`src/rtl/leaf_out_arbiter_if.sv`:
```
// Leaf output-side bus bundle: user stream payload/valid/ack plus the
// BFT-facing packet. The master side is the user kernel and packet consumer;
// the slave side is the arbiter.
interface leaf_out_arbiter_if #(
  parameter int NUM_OUT_PORTS = 7,
  parameter int PAYLOAD_BITS  = 32,
  parameter int PACKET_BITS   = 49
);
  logic [NUM_OUT_PORTS*PAYLOAD_BITS-1:0] din_user;
  logic [NUM_OUT_PORTS-1:0]              vld_user;
  logic [NUM_OUT_PORTS-1:0]              ack_user;
  logic [PACKET_BITS-1:0]                dout_pkt;

  modport master (
    output din_user,
    output vld_user,
    input  ack_user,
    input  dout_pkt
  );

  modport slave (
    input  din_user,
    input  vld_user,
    output ack_user,
    output dout_pkt
  );
endinterface

```
`src/rtl/leaf_out_arbiter.sv`:
```
// leaf_out_arbiter: shares the single leaf-to-BFT packet output among
// NUM_OUT_PORTS user output streams. Each port carries a destination
// (leaf, port), a credit counter tracking free space at the remote end and a
// sequence counter. One round-robin grant per cycle; packet and ack appear
// one cycle after the request is seen.
// Optional per-port grant statistics: define LEAF_OUT_ARB_STATS_EN.
module leaf_out_arbiter #(
  parameter int NUM_OUT_PORTS = 7,
  parameter int PAYLOAD_BITS  = 32,
  parameter int NUM_LEAF_BITS = 5,
  parameter int NUM_PORT_BITS = 4,
  parameter int NUM_ADDR_BITS = 7,
  parameter int PACKET_BITS   = 49,
  parameter int CREDIT_BITS   = 8,
  parameter int CREDIT_INIT   = 64
) (
  input  logic                     clk,
  input  logic                     reset_n,
  leaf_out_arbiter_if.slave        bus,
  input  logic                     cfg_we,
  input  logic [NUM_PORT_BITS-1:0] cfg_port,
  input  logic [NUM_LEAF_BITS-1:0] cfg_leaf,
  input  logic [NUM_PORT_BITS-1:0] cfg_dport,
  input  logic                     credit_vld,
  input  logic [NUM_PORT_BITS-1:0] credit_port,
  input  logic [CREDIT_BITS-1:0]   credit_amt,
  input  logic                     stall
`ifdef LEAF_OUT_ARB_STATS_EN
  ,
  input  logic [NUM_PORT_BITS-1:0] stat_sel,
  input  logic                     stat_clr,
  output logic [15:0]              stat_cnt
`endif
);

  localparam int PW = NUM_PORT_BITS;
  localparam logic [CREDIT_BITS-1:0] CREDIT_MAX = '1;
  localparam logic [CREDIT_BITS-1:0] CREDIT_RST = CREDIT_BITS'(CREDIT_INIT);

  logic [NUM_OUT_PORTS-1:0] cfg_valid;
  logic [NUM_LEAF_BITS-1:0] dest_leaf   [NUM_OUT_PORTS];
  logic [NUM_PORT_BITS-1:0] dest_port   [NUM_OUT_PORTS];
  logic [NUM_ADDR_BITS-1:0] seq_cnt     [NUM_OUT_PORTS];
  logic [CREDIT_BITS-1:0]   credit      [NUM_OUT_PORTS];
  logic [CREDIT_BITS-1:0]   credit_next [NUM_OUT_PORTS];

  logic [PW-1:0]            rr_ptr;
  logic [PW-1:0]            rr_ptr_next;
  logic [NUM_OUT_PORTS-1:0] eligible;
  logic [NUM_OUT_PORTS-1:0] grant_oh;
  logic                     grant_vld;
  logic [NUM_OUT_PORTS-1:0] ack_q;
  logic [PACKET_BITS-1:0]   pkt_next;
  logic [PACKET_BITS-1:0]   pkt_q;

  assign bus.ack_user = ack_q;
  assign bus.dout_pkt = pkt_q;

  // A port may compete when it has data, a destination, remote space, no
  // stall, and was not acked this cycle (the user may still be holding vld).
  // NOTE: every always_comb output gets a default before any conditional
  // assignment, so no path leaves a value held and no latch is inferred.
  always_comb begin
    eligible = '0;
    for (int i = 0; i < NUM_OUT_PORTS; i++) begin
      eligible[i] = bus.vld_user[i] & cfg_valid[i] & (credit[i] != '0) &
                    ~stall & ~ack_q[i];
    end
  end

  // Round-robin search from rr_ptr upward with wrap; first eligible wins.
  always_comb begin
    int pos;
    pos         = 0;
    grant_vld   = 1'b0;
    grant_oh    = '0;
    rr_ptr_next = rr_ptr;
    for (int k = 0; k < NUM_OUT_PORTS; k++) begin
      pos = int'(rr_ptr) + k;
      if (pos >= NUM_OUT_PORTS) pos = pos - NUM_OUT_PORTS;
      for (int i = 0; i < NUM_OUT_PORTS; i++) begin
        if (!grant_vld && pos == i && eligible[i]) begin
          grant_vld   = 1'b1;
          grant_oh[i] = 1'b1;
          rr_ptr_next = (i == NUM_OUT_PORTS - 1) ? '0 : PW'(i + 1);
        end
      end
    end
  end

  // Assemble the packet for the granted port; all zeros when idle.
  always_comb begin
    pkt_next = '0;
    for (int i = 0; i < NUM_OUT_PORTS; i++) begin
      if (grant_oh[i]) begin
        pkt_next = {1'b1, dest_leaf[i], dest_port[i], seq_cnt[i],
                    bus.din_user[i*PAYLOAD_BITS +: PAYLOAD_BITS]};
      end
    end
  end

  // Credit update: add any return, subtract a grant, then saturate. The
  // extra bit holds the carry; a grant implies credit >= 1, so no underflow.
  always_comb begin
    logic [CREDIT_BITS:0] sum;
    sum = '0;
    for (int i = 0; i < NUM_OUT_PORTS; i++) begin
      sum = {1'b0, credit[i]};
      if (credit_vld && credit_port == PW'(i)) sum = sum + {1'b0, credit_amt};
      if (grant_oh[i]) sum = sum - (CREDIT_BITS+1)'(1);
      credit_next[i] = (sum > {1'b0, CREDIT_MAX}) ? CREDIT_MAX : sum[CREDIT_BITS-1:0];
    end
  end

  // Per-port destination, credit and sequence state. Out-of-range config or
  // credit port indices match no slot and are dropped.
  // NOTE: sequential state uses non-blocking assignments so every register
  // samples pre-edge values regardless of statement order.
  // NOTE: these per-port arrays are reset because eligibility and packet
  // contents depend on them immediately after reset; they are flops, not RAM.
  always_ff @(posedge clk or negedge reset_n) begin
    if (!reset_n) begin
      cfg_valid <= '0;
      for (int i = 0; i < NUM_OUT_PORTS; i++) begin
        dest_leaf[i] <= '0;
        dest_port[i] <= '0;
        seq_cnt[i]   <= '0;
        credit[i]    <= CREDIT_RST;
      end
    end else begin
      for (int i = 0; i < NUM_OUT_PORTS; i++) begin
        if (cfg_we && cfg_port == PW'(i)) begin
          cfg_valid[i] <= 1'b1;
          dest_leaf[i] <= cfg_leaf;
          dest_port[i] <= cfg_dport;
        end
        credit[i] <= credit_next[i];
        if (grant_oh[i]) seq_cnt[i] <= seq_cnt[i] + 1'b1;
      end
    end
  end

  // Registered ack pulse, packet output and round-robin pointer.
  always_ff @(posedge clk or negedge reset_n) begin
    if (!reset_n) begin
      ack_q  <= '0;
      pkt_q  <= '0;
      rr_ptr <= '0;
    end else begin
      ack_q  <= grant_oh;
      pkt_q  <= pkt_next;
      rr_ptr <= rr_ptr_next;
    end
  end

`ifdef LEAF_OUT_ARB_STATS_EN
  logic [15:0] stat_q [NUM_OUT_PORTS];

  // Saturating per-port grant counters with a registered readout; a clear
  // wins over a same-cycle grant.
  always_ff @(posedge clk or negedge reset_n) begin
    if (!reset_n) begin
      stat_cnt <= '0;
      for (int i = 0; i < NUM_OUT_PORTS; i++) stat_q[i] <= '0;
    end else begin
      stat_cnt <= '0;
      for (int i = 0; i < NUM_OUT_PORTS; i++) begin
        if (stat_clr) begin
          stat_q[i] <= '0;
        end else if (grant_oh[i] && stat_q[i] != 16'hFFFF) begin
          stat_q[i] <= stat_q[i] + 16'd1;
        end
        if (stat_sel == PW'(i)) stat_cnt <= stat_q[i];
      end
    end
  end
`endif

endmodule

```
`src/flat_wrapper.sv`:
```
// flat-port wrapper written by rule: the top's interface ports become plain ports
module leaf_out_arbiter_flat 
#(
  parameter int NUM_OUT_PORTS = 7,
  parameter int PAYLOAD_BITS  = 32,
  parameter int NUM_LEAF_BITS = 5,
  parameter int NUM_PORT_BITS = 4,
  parameter int NUM_ADDR_BITS = 7,
  parameter int PACKET_BITS   = 49,
  parameter int CREDIT_BITS   = 8,
  parameter int CREDIT_INIT   = 64
)
  (clk, reset_n, cfg_we, cfg_port, cfg_leaf, cfg_dport, credit_vld, credit_port, credit_amt, stall, bus_din_user, bus_vld_user, bus_ack_user, bus_dout_pkt);
  leaf_out_arbiter_if #(.NUM_OUT_PORTS(NUM_OUT_PORTS), .PAYLOAD_BITS(PAYLOAD_BITS), .PACKET_BITS(PACKET_BITS)) bus_i ();
  input  logic clk;
  input  logic reset_n;
  input  logic cfg_we;
  input  logic [NUM_PORT_BITS-1:0] cfg_port;
  input  logic [NUM_LEAF_BITS-1:0] cfg_leaf;
  input  logic [NUM_PORT_BITS-1:0] cfg_dport;
  input  logic credit_vld;
  input  logic [NUM_PORT_BITS-1:0] credit_port;
  input  logic [CREDIT_BITS-1:0] credit_amt;
  input  logic stall;
  input wire logic [$bits(bus_i.din_user)-1:0] bus_din_user;
  input wire logic [$bits(bus_i.vld_user)-1:0] bus_vld_user;
  output wire logic [$bits(bus_i.ack_user)-1:0] bus_ack_user;
  output wire logic [$bits(bus_i.dout_pkt)-1:0] bus_dout_pkt;
  assign bus_i.din_user = bus_din_user;
  assign bus_i.vld_user = bus_vld_user;
  assign bus_ack_user = bus_i.ack_user;
  assign bus_dout_pkt = bus_i.dout_pkt;
  leaf_out_arbiter #(.NUM_OUT_PORTS(NUM_OUT_PORTS), .PAYLOAD_BITS(PAYLOAD_BITS), .NUM_LEAF_BITS(NUM_LEAF_BITS), .NUM_PORT_BITS(NUM_PORT_BITS), .NUM_ADDR_BITS(NUM_ADDR_BITS), .PACKET_BITS(PACKET_BITS), .CREDIT_BITS(CREDIT_BITS), .CREDIT_INIT(CREDIT_INIT)) u_core (.clk(clk), .reset_n(reset_n), .bus(bus_i), .cfg_we(cfg_we), .cfg_port(cfg_port), .cfg_leaf(cfg_leaf), .cfg_dport(cfg_dport), .credit_vld(credit_vld), .credit_port(credit_port), .credit_amt(credit_amt), .stall(stall));
endmodule
```
`config.mk`:
```
export PLATFORM = sky130hd
export DESIGN_NAME = leaf_out_arbiter_flat
export DESIGN_NICKNAME = d
export VERILOG_FILES = /design/src/rtl/leaf_out_arbiter_if.sv /design/src/rtl/leaf_out_arbiter.sv /design/src/flat_wrapper.sv
export SDC_FILE = /design/constraint.sdc
export NUM_CORES = 1
export LEC_CHECK = 0
export ABC_AREA = 1
export BUFFER_PORTS_ARGS = -buffer_cell sky130_fd_sc_hd__buf_2
export CAP_MARGIN = 20
export CORE_MARGIN = 4
export CORE_UTILIZATION = 50
export CTS_CLUSTER_DIAMETER = 100
export CTS_CLUSTER_SIZE = 10
export DETAILED_ROUTE_END_ITERATION = 8
export PLACE_DENSITY = 0.73
export SLEW_MARGIN = 15
export SYNTH_ARGS = -nofsm -noshare
export SYNTH_HDL_FRONTEND = slang
export SYNTH_SLANG_ARGS = --single-unit
```
`constraint.sdc`:
```
create_clock -name clk -period 5.2 [get_ports clk]
set_input_delay 1.56 -clock clk [delete_from_list [all_inputs] [get_ports clk]]
set_output_delay 1.56 -clock clk [all_outputs]
set_load 0.02 [all_outputs]
```
==> results_dict.tcl, run 1 <==
set metrics [dict create \
    io_pins 317 \
    ir_drop_mv 0.356 \
    status "finished, final reports clean" \
    cts_max_level 1 \
    rsz0062_at_grt "yes" \
    p_leak_nw 11.8 \
    cts_tree "yes" \
    gp_congestion 1.07 \
    viasPerCell 5.59 \
    cp_common_cell "nand4_1" \
    ant_nets 0 \
    fin_crit_ps 5120 \
    gr-total-overflow 0 \
    synth.cell_area_um2 17300 \
    synthTopCellsByArea "dfrtp_1, nand2_1, nand3_1, ha_1, inv_1" \
    async_flop_share_pct 100 \
    core_um2 33800 \
    arrival_ps 5540 \
    antenna_found_initial 2 \
    slowest_delay_ps 260 \
    die_area_um2 37600 \
    root_buffer "clkbuf_16" \
    final_net_count 3289 \
    initial_core_util_pct 51.1 \
    synthToLayoutAreaGrowth_pct 34.2 \
    grt_pass1_vias 18200 \
    endpoint_kind "flip-flop" \
    crit_path_end "u_core.credit[40]$_DFF_PN0_" \
    synth-seq-area-share_pct 33.9 \
    r2r-start "u_core.rr_ptr[0]$_DFFE_PN0P_" \
    synth_top_area_share_pct 32.9 \
    cp_slowest_cell "xnor2_4" \
    rr_worst_depth 35 \
    vias 18900 \
    crit_start "stall" \
    start_kind "primary input" \
    clk-insertion-delay-late_ps 570 \
    die_h_um 194 \
    worst_pin_slew_ps 875 \
    synth.most_common_cell "nand2_1" \
    setup_tns_ps 0 \
    fin_hold_ws_ps 475 \
    maxCapViolations 0 \
    fin_worst_skew_ps 22.1 \
    synth_edf_count 0 \
    drv_slew 0 \
    cp.depth 31 \
    r2r_setup_slack_ps 110 \
    path_delay_family "simple AND/OR/NAND/NOR gates" \
    netlist_instances 2436 \
    wire_per_inst_um 18.3 \
    grt_util_all_layers_pct 30.1 \
    final_core_util_pct 68.6 \
    synth.avg_cell_area_um2 7.09 \
    cp.required_ps 5630 \
    finalSetupViolCount 0 \
    drc 0 \
    timing.final.crit_share_pct 98.4 \
    rows 67 \
    yosysWarnings 0 \
    drive_gt1_share_pct 27.4 \
    cts_buffer_depth 3 \
    dpl_cell_area_um2 20600 \
    ys_seq_elements 234 \
    drt_iter0_drc 1447 \
    grt_first_pass_wirelength_mm 94.2 \
    crit_fanout 12 \
    path_clk_slew_ps 60 \
    r2r-end "u_core.credit[40]$_DFF_PN0_" \
    ys.flop_type "dfrtp_1" \
    cts.sinks 234 \
    cts_made_buffers 28 \
    ys_types 52 \
    critPathBufInv 4 \
    max_clock_freq_mhz 195 \
    syn-num-nets 2792 \
    critPathKind "primary input to flip-flop" \
    nFillCells 2827 \
    yosys.area.top_type "dfrtp_1" \
    max-slew-margin-rel_pct 41.0 \
    grt_max_degree 82 \
    hp-class "flip-flop to flip-flop" \
    port-buffer-count 316 \
    power.density_nw_per_um2 745 \
    dr.pass1.iters 6 \
    routed_wl_mm 62.2 \
    post-dp-hpwl_mm 45.6 \
    die_w_um 194 \
    hold_viol 0 \
    synthTopCellsByCount "nand2_1, inv_1, nor2_1" \
    postLayoutCellArea_um2 23200 \
]
-- layout by cell type, fill, tap and decap left out, types with 6 or more instances in the layout --
cell type,instances
buf_8,9
fa_1,7
clkbuf_16,39
o21bai_1,12
nand3_1,186
ha_4,7
nand4_4,6
inv_1,247
nor2_4,6
o21ai_1,14
buf_2,314
buf_6,25
a21oi_1,103
nand3b_1,12
ha_1,80
nand2_4,21
xnor2_1,29
inv_2,9
o21ai_2,16
or2_2,13
nor2_2,23
nor2_1,228
nor3_1,46
nor3_4,6
nor4_1,13
a21boi_0,69
dfrtp_1,226
nand2_1,532
o21ai_0,140
dfstp_2,7
a21boi_1,15
nand3_2,34
nand2_2,55
nand4_1,59
buf_4,155
xor2_1,82
buf_12,27
-- report_power, final --
group	switching, W	leakage [nW]	total, W	internal, W
registers	0.000466	2.83	0.00300	0.00254
logic	0.00715	8.61	0.0125	0.00539
clock network	0.000756	0.379	0.00174	0.000985
-- routing by layer --
metal,share of wire [%],vias up,track usage [%],wire (µm)
met5,0,-,0,0
met2,48,794,51.4,29700
met3,7.7,173,4.27,4800
li1,-,9013,-,-
met4,4.0,0,10.7,2500
met1,41,8966,39.3,25200
-- cell type report --
class | instances | area, µm² | area share, %
inverters | 265 | 1020 | 4.41
diodes | 2 | 5.00 | 0.0216
multi-input cells | 1863 | 11000 | 47.4
repair buffers | 541 | 3970 | 17.1
flip-flops and latches | 234 | 5870 | 25.3
clock buffers | 34 | 733 | 3.16
clock inverters | 3 | 47.5 | 0.205
well taps | 448 | 561 | 2.42
-- through the flow --
| step | total power, W | cells | worst slack, ps |
|---|---|---|---|
| finish | 0.0173 | 3390 | 83.2 |
| global route | 0.0186 | 3390 | -240 |
| CTS | 0.0149 | 3328 | 3.84 |
| detailed placement | 0.0131 | 3291 | -426 |
| global placement | 0.0128 | 3291 | -382 |
| floorplan | 0.00930 | 2436 | 348 |
-- registers in the layout, summed over array words and instances (netlist names) --
signal	flops
u_core.cfg_valid	7
u_core.seq_cnt	49
u_core.credit	56
u_core.rr_ptr	3
u_core.bus.ack_user	7
u_core.dest_leaf	35
u_core.dest_port	28
u_core.bus.dout_pkt	49
-- worst min path at each step --
stage                                           startpoint                          endpoint  slack [ps]  cells past startpoint
final                       u_core.seq_cnt[34]$_DFFE_PN0N_    u_core.seq_cnt[34]$_DFFE_PN0N_         480                      1
after floorplan            u_core.cfg_valid[0]$_DFFE_PN0P_   u_core.cfg_valid[0]$_DFFE_PN0P_         440                      2
after global routing        u_core.seq_cnt[34]$_DFFE_PN0N_    u_core.seq_cnt[34]$_DFFE_PN0N_         490                      1
after CTS                   u_core.seq_cnt[34]$_DFFE_PN0N_    u_core.seq_cnt[34]$_DFFE_PN0N_         480                      1
after detailed placement    u_core.seq_cnt[34]$_DFFE_PN0N_    u_core.seq_cnt[34]$_DFFE_PN0N_         470                      1
after global placement    u_core.dest_leaf[14]$_DFFE_PN0P_  u_core.dest_leaf[14]$_DFFE_PN0P_         460                      2
-- what timing repair did --
action | in CTS | in global routing
setup endpoints to repair | 42 | 163
cloned | 0 | 13
resized for setup | 3 | 312
hold buffers | 0 | 0
pin swaps | 0 | 46
buffers inserted | 0 | 47
-- cells by family (layout without fill, tap and decap cells) --
group	after synthesis	count (layout)	share of synthesized area (%)
mux	7	7	0.420
simple gates	1260	1260	31.9
buf+inv	339	843	7.87
xor+xnor	115	115	5.92
flops	234	234	33.9
compound gates	386	386	12.8
other cells	0	2	0
fa+ha+maj	95	95	7.23
No activity file was read; power rests on OpenSTA's default activity.
==> run 2: changes to the inputs <==
--- a/config.mk
+++ b/config.mk
@@ -5,7 +5,6 @@
 export SDC_FILE = /design/constraint.sdc
 export NUM_CORES = 1
 export LEC_CHECK = 0
-export ABC_AREA = 1
 export BUFFER_PORTS_ARGS = -buffer_cell sky130_fd_sc_hd__buf_2
 export CAP_MARGIN = 20
 export CORE_MARGIN = 4
@@ -14,6 +13,7 @@
 export CTS_CLUSTER_SIZE = 10
 export DETAILED_ROUTE_END_ITERATION = 8
 export PLACE_DENSITY = 0.73
+export RECOVER_POWER = 50
 export SLEW_MARGIN = 15
 export SYNTH_ARGS = -nofsm -noshare
 export SYNTH_HDL_FRONTEND = slang
==> run 2 against run 1 <==
Against the previous run:
- the flow now finishes with violations (capacitance limit, slew limit)
- core utilization decreased by 7.2 points
- clock power about the same
- synthesized cell count decreased by 33%
- power decreased by 25%
- sequential power about the same
- critical endpoint is now u_core.credit[17]$_DFF_PN0_
==> results_dict.tcl, run 2 <==
set metrics [dict create \
    cts_max_level 1 \
    hp-class "flip-flop to flip-flop" \
    fin_crit_ps 5000 \
    cp.required_ps 5610 \
    synth.cell_area_um2 16200 \
    drive_gt1_share_pct 28.5 \
    antenna_found_initial 2 \
    fin_worst_skew_ps 23.3 \
    async_flop_share_pct 100 \
    cts_tree "yes" \
    yosysWarnings 0 \
    synth.most_common_cell "dfrtp_1" \
    critPathBufInv 3 \
    wire_per_inst_um 22.5 \
    p_leak_nw 8.83 \
    worstHoldEndpoint "u_core.cfg_valid[0]$_DFFE_PN0P_" \
    drc 0 \
    die_w_um 188 \
    yosys.area.top_type "dfrtp_1" \
    path_clk_slew_ps 60 \
    hold_viol 0 \
    failed_checks "capacitance limit, slew limit" \
    timing.final.crit_share_pct 96.1 \
    drt_iter0_drc 1203 \
    max_clock_freq_mhz 200 \
    power.density_nw_per_um2 663 \
    arrival_ps 5410 \
    cts_made_buffers 27 \
    start_kind "flip-flop" \
    vias 15100 \
    die_area_um2 35300 \
    core_um2 31700 \
    post-dp-hpwl_mm 40.5 \
    power_frac_comb_pct 62.9 \
    routed_wl_mm 53.9 \
    rows 65 \
    clk-insertion-delay-late_ps 560 \
    gp_congestion 0.975 \
    ys.flop_type "dfrtp_1" \
    setup_tns_ps 0 \
    dpl_cell_area_um2 18700 \
    synth_top_area_share_pct 35.1 \
    endpoint_kind "flip-flop" \
    gr-total-overflow 0 \
    root_buffer "clkbuf_16" \
    slowest_delay_ps 500 \
    die_h_um 188 \
    grt_pass1_vias 15000 \
    netlist_instances 1633 \
    critPathKind "flip-flop to flip-flop" \
    p_clk_share_pct 13.6 \
    io_pins 317 \
    min_from "u_core.cfg_valid[0]$_DFFE_PN0P_" \
    status "finished with violations" \
    hold_depth 1 \
    initial_core_util_pct 51.0 \
    drv_slew 126 \
    power_frac_seq_pct 23.4 \
    crit_fanout 40 \
    cts_setup_buffers 0 \
    cts_buffer_depth 3 \
    path_delay_family "simple AND/OR/NAND/NOR gates" \
    regMostFlops "u_core.credit" \
    ir_drop_mv 0.423 \
    r2r-end "u_core.credit[17]$_DFF_PN0_" \
    finalSetupViolCount 0 \
    nFillCells 2739 \
    maxCapViolations 2 \
    cts.sinks 234 \
    largest_reg_flops 56 \
    postLayoutCellArea_um2 19500 \
    cp_cell_sequence "inv_1 -> ha_1 -> inv_1 -> fa_1 -> a32oi_1 -> nor3_1 -> nor4_1 -> nand3_1 -> nor3_1 -> nor4b_1 -> a311o_2 -> buf_12 -> nand4_1 -> xnor2_2 -> nand2_1" \
    r2r-start "u_core.rr_ptr[1]$_DFFE_PN0P_" \
    rr_worst_depth 15 \
    max-slew-margin-rel_pct -104 \
    synthTopCellsByArea "dfrtp_1, ha_1, mux2_2, xnor2_1, nand2_1" \
    synth-seq-area-share_pct 36.3 \
    rsz0062_at_grt "no" \
    final_cell_mix "buf_2, dfrtp_1, nand2_1" \
    ctsHoldBuffers 0 \
    viasPerCell 6.28 \
    grt_util_all_layers_pct 29.4 \
    r2r_setup_slack_ps 200 \
    netSwitchingFraction_pct 46.0 \
    port-buffer-count 316 \
    final_net_count 2334 \
    layout_commonest_cell "buf_2" \
    grt_max_degree 117 \
    dr.pass1.iters 5 \
    ys_types 92 \
    worst_pin_slew_ps 3060 \
    internal-power_w 0.00697 \
    synth_edf_count 0 \
    ys_seq_elements 234 \
    ant_nets 0 \
    final_cells 2401 \
    grt_first_pass_wirelength_mm 83.9 \
    cp_slowest_cell "fa_1" \
    dpl.cell_count 2351 \
    cts_resized 0 \
    syn-num-nets 1989 \
    p_switching_w 0.00595 \
    synthTopCellsByCount "dfrtp_1, nand2_1, xnor2_1" \
    synthToLayoutAreaGrowth_pct 20.5 \
    synth.avg_cell_area_um2 9.91 \
]
[run 2: power by group through the flow]
| stage | Sequential (W) | Combinational, W | Clock [W] |
|---|---|---|---|
| 2_1_floorplan | 0.00307 | 0.00549 | 0 |
| 3_3_place_gp | 0.00302 | 0.00778 | 0 |
| 3_5_place_dp | 0.00303 | 0.00799 | 0 |
| 4_1_cts | 0.00301 | 0.00802 | 0.00179 |
| 5_1_grt | 0.00309 | 0.00886 | 0.00187 |
| 6_report | 0.00302 | 0.00813 | 0.00176 |
[run 2: how the worst max path moves through the flow]
stage / start / end / depth (start not counted)
after global routing: u_core.rr_ptr[1]$_DFFE_PN0P_ / u_core.credit[24]$_DFF_PN0_ / 15
after detailed placement: bus_vld_user[5] / u_core.credit[21]$_DFF_PN0_ / 14
after CTS: u_core.rr_ptr[1]$_DFFE_PN0P_ / u_core.credit[17]$_DFF_PN0_ / 15
final: u_core.rr_ptr[1]$_DFFE_PN0P_ / u_core.credit[17]$_DFF_PN0_ / 15
after floorplan: u_core.rr_ptr[2]$_DFFE_PN0P_ / u_core.bus.dout_pkt[17]$_DFF_PN0_ / 21
after global placement: stall / u_core.bus.dout_pkt[34]$_DFF_PN0_ / 14
[run 2: cell families after synthesis]
kind of cell | after synthesis | synth area share, %
AO/OA/AOI/OAI | 452 | 20.3
flip-flops | 234 | 36.3
XOR/XNOR | 139 | 7.67
buffers and inverters | 128 | 4.01
AND/OR/NAND/NOR | 466 | 16.1
adder cells (fa/ha/maj) | 95 | 7.72
multiplexers | 119 | 7.99
[run 2: final cells by class]
type / count / area (µm²) / share of cell area [%]
tap: 402 / 503 / 2.58
multi-input combinational: 1271 / 9690 / 49.7
timing repair buffer: 410 / 2520 / 12.9
clock buffer: 47 / 751 / 3.85
inverter: 34 / 128 / 0.655
sequential: 234 / 5860 / 30.1
antenna: 1 / 2.50 / 0.0128
clock inverter: 2 / 27.5 / 0.141
[run 2: layer usage]
layer	vias up	share of wire, %	track usage [%]
met1	7408	43	41.2
met5	-	0.019	0
li1	6900	-	-
met2	664	46	47.4
met3	96	8.0	5.01
met4	2	2.9	8.07
[run 2: metrics by stage]
step	utilization, %	worst slack, ps	power, W	hold WS, ps
2_1_floorplan	-	365	0.00856	425
3_3_place_gp	59.0	80.4	0.0108	443
3_5_place_dp	59.0	20.9	0.0110	446
4_1_cts	61.5	320	0.0128	463
5_1_grt	61.4	13.9	0.0138	486
6_report	61.4	202	0.0129	457
==> run 3: changes to the inputs <==
--- a/config.mk
+++ b/config.mk
@@ -5,6 +5,7 @@
 export SDC_FILE = /design/constraint.sdc
 export NUM_CORES = 1
 export LEC_CHECK = 0
+export ABC_AREA = 1
 export BUFFER_PORTS_ARGS = -buffer_cell sky130_fd_sc_hd__buf_2
 export CAP_MARGIN = 20
 export CORE_MARGIN = 4
==> run 3 against run 2 <==
Against the previous run:
- count of clock-buffer cells in the layout shrank 13
- setup slack lost 99 ps
- die area grew 6.5%
- the flow still finishes with violations (capacitance limit, slew limit)
- design area grew 19%
- cell count grew 41%
- maximum frequency shrank 1.9%
- non-clock buffer count grew 131
- sequential share of layout area shrank 4.8 points
- sequential power is essentially flat
- combinational power grew 54%
- largest cell class unchanged
==> results_dict.tcl, run 3 (same netlist as run 1, synthesis figures left out) <==
set metrics [dict create \
    fin_crit_ps 5100 \
    finalSetupViolCount 0 \
    crit_start "stall" \
    grt_pass1_vias 18200 \
    power_w 0.0173 \
    vias 19000 \
    die_area_um2 37600 \
    rows 67 \
    antenna_found_initial 2 \
    final_net_count 3289 \
    cp_slowest_cell "xnor2_4" \
    r2r-start "u_core.rr_ptr[0]$_DFFE_PN0P_" \
    largest_reg_flops 56 \
    dpl.cell_count 3291 \
    root_buffer "clkbuf_16" \
    cts_max_level 1 \
    initial_core_util_pct 51.1 \
    cts.sinks 234 \
    gp_congestion 1.07 \
    cp.required_ps 5630 \
    cts_made_buffers 28 \
    crit_fanout 12 \
    path_clk_slew_ps 60 \
    min_from "u_core.seq_cnt[34]$_DFFE_PN0N_" \
    start_kind "primary input" \
    clk-insertion-delay-late_ps 570 \
    setup_ws_ps 103 \
    rsz0062_at_grt "yes" \
    cts_tree "yes" \
    port-buffer-count 316 \
    status "finished with violations" \
    endpoint_kind "flip-flop" \
    wire_per_inst_um 18.3 \
    die_w_um 194 \
    hp-class "flip-flop to flip-flop" \
    io_pins 317 \
    max-slew-margin-rel_pct -50.9 \
    dr.pass1.iters 5 \
    final_cell_mix "nand2_1, buf_2, inv_1" \
    failed_checks "capacitance limit, slew limit" \
    core_um2 33800 \
    fin_worst_skew_ps 21.2 \
    arrival_ps 5520 \
    ir_drop_mv 0.356 \
    ctsHoldBuffers 0 \
    critPathKind "primary input to flip-flop" \
    final_cells 3390 \
    drv_slew 163 \
    grt_first_pass_wirelength_mm 94.2 \
    routed_wl_mm 62.1 \
    drc 0 \
    post-dp-hpwl_mm 45.6 \
    hold_depth 1 \
    slowest_delay_ps 260 \
    viasPerCell 5.60 \
    drive_gt1_share_pct 27.4 \
    cts_buffer_depth 3 \
    p_leak_nw 11.8 \
    timing.final.crit_share_pct 98.0 \
    power.density_nw_per_um2 746 \
    synthToLayoutAreaGrowth_pct 34.0 \
    ant_nets 0 \
    worst_pin_slew_ps 2260 \
    pre_cts_ws_ps -426 \
    max_clock_freq_mhz 196 \
    grt_max_degree 82 \
    cp_common_cell "nand4_1" \
    drt_iter0_drc 1454 \
    nFillCells 2833 \
    die_h_um 194 \
    hold_viol 0 \
    layout_commonest_cell "nand2_1" \
    rr_worst_depth 35 \
    grt_util_all_layers_pct 30.1 \
    regMostFlops "u_core.credit" \
    maxCapViolations 2 \
    gr-total-overflow 0 \
]
run 3: cell count changes in the layout (fill, tap and decap cells not counted), sizes merged, moves of 56 or more:
cell,before,now
a21boi,2,84
o21ai,31,170
mux2,78,2
a31oi,58,2
nor2,53,257
inv,34,265
nand3,33,222
xnor2,102,31
buf,407,525
nand2,137,613
run 3: timing repair:
item | 4_1_cts | 5_1_grt
buffers inserted | 0 | 47
resized for setup | 3 | 312
cloned | 0 | 13
pin swaps | 0 | 46
setup endpoints to repair | 42 | 163
run 3: cell type report:
type,count,area (µm²),area share (%)
multi-input combinational,1863,11000,47.4
clock buffer,34,733,3.17
clock inverter,3,47.5,0.205
timing repair buffer,541,3940,17.0
antenna,2,5.00,0.0216
inverter,265,1020,4.42
sequential,234,5870,25.3
tap,448,561,2.42
run 3: final timing paths:
path	slack [ps]	end
min in group asynchronous	1630	u_core.credit[55]$_DFF_PN0_
worst min-delay path	480	u_core.seq_cnt[34]$_DFFE_PN0N_
worst max register to register	140	u_core.credit[40]$_DFF_PN0_
max in group asynchronous	660	u_core.seq_cnt[35]$_DFFE_PN0N_
worst max-delay path	100	u_core.credit[40]$_DFF_PN0_
worst min register to register	480	u_core.seq_cnt[34]$_DFFE_PN0N_
run 3: stage by stage:
stage | hold slack, ps | utilization (%) | cell area (µm²) | setup TNS, ps
finish | 478 | 68.6 | 23200 | 0
global route | 488 | 68.6 | 23200 | -27120
CTS | 477 | 63.2 | 21400 | 0
detailed placement | 466 | 60.9 | 20600 | -42060
global placement | 459 | 60.9 | 20600 | -30040
floorplan | 435 | - | 17300 | 0
run 3: worst max-delay path, delay by kind of cell:
kind            cells  cell delay [ps]
compound gates      1              110
xor+xnor            1              260
buf+inv             4              540
simple gates       25             3030
run 3: metal layers:
layer	global-route usage (%)	share of wire [%]	wire length, µm
met1	39.3	41	25300
met2	51.4	48	29600
met3	4.27	7.6	4730
met4	10.7	4.1	2520
met5	0	0	0
run 3: power breakdown:
group	internal (W)	total [W]	switching, W
Clock	0.000985	0.00174	0.000760
Sequential	0.00254	0.00300	0.000466
Combinational	0.00539	0.0125	0.00714
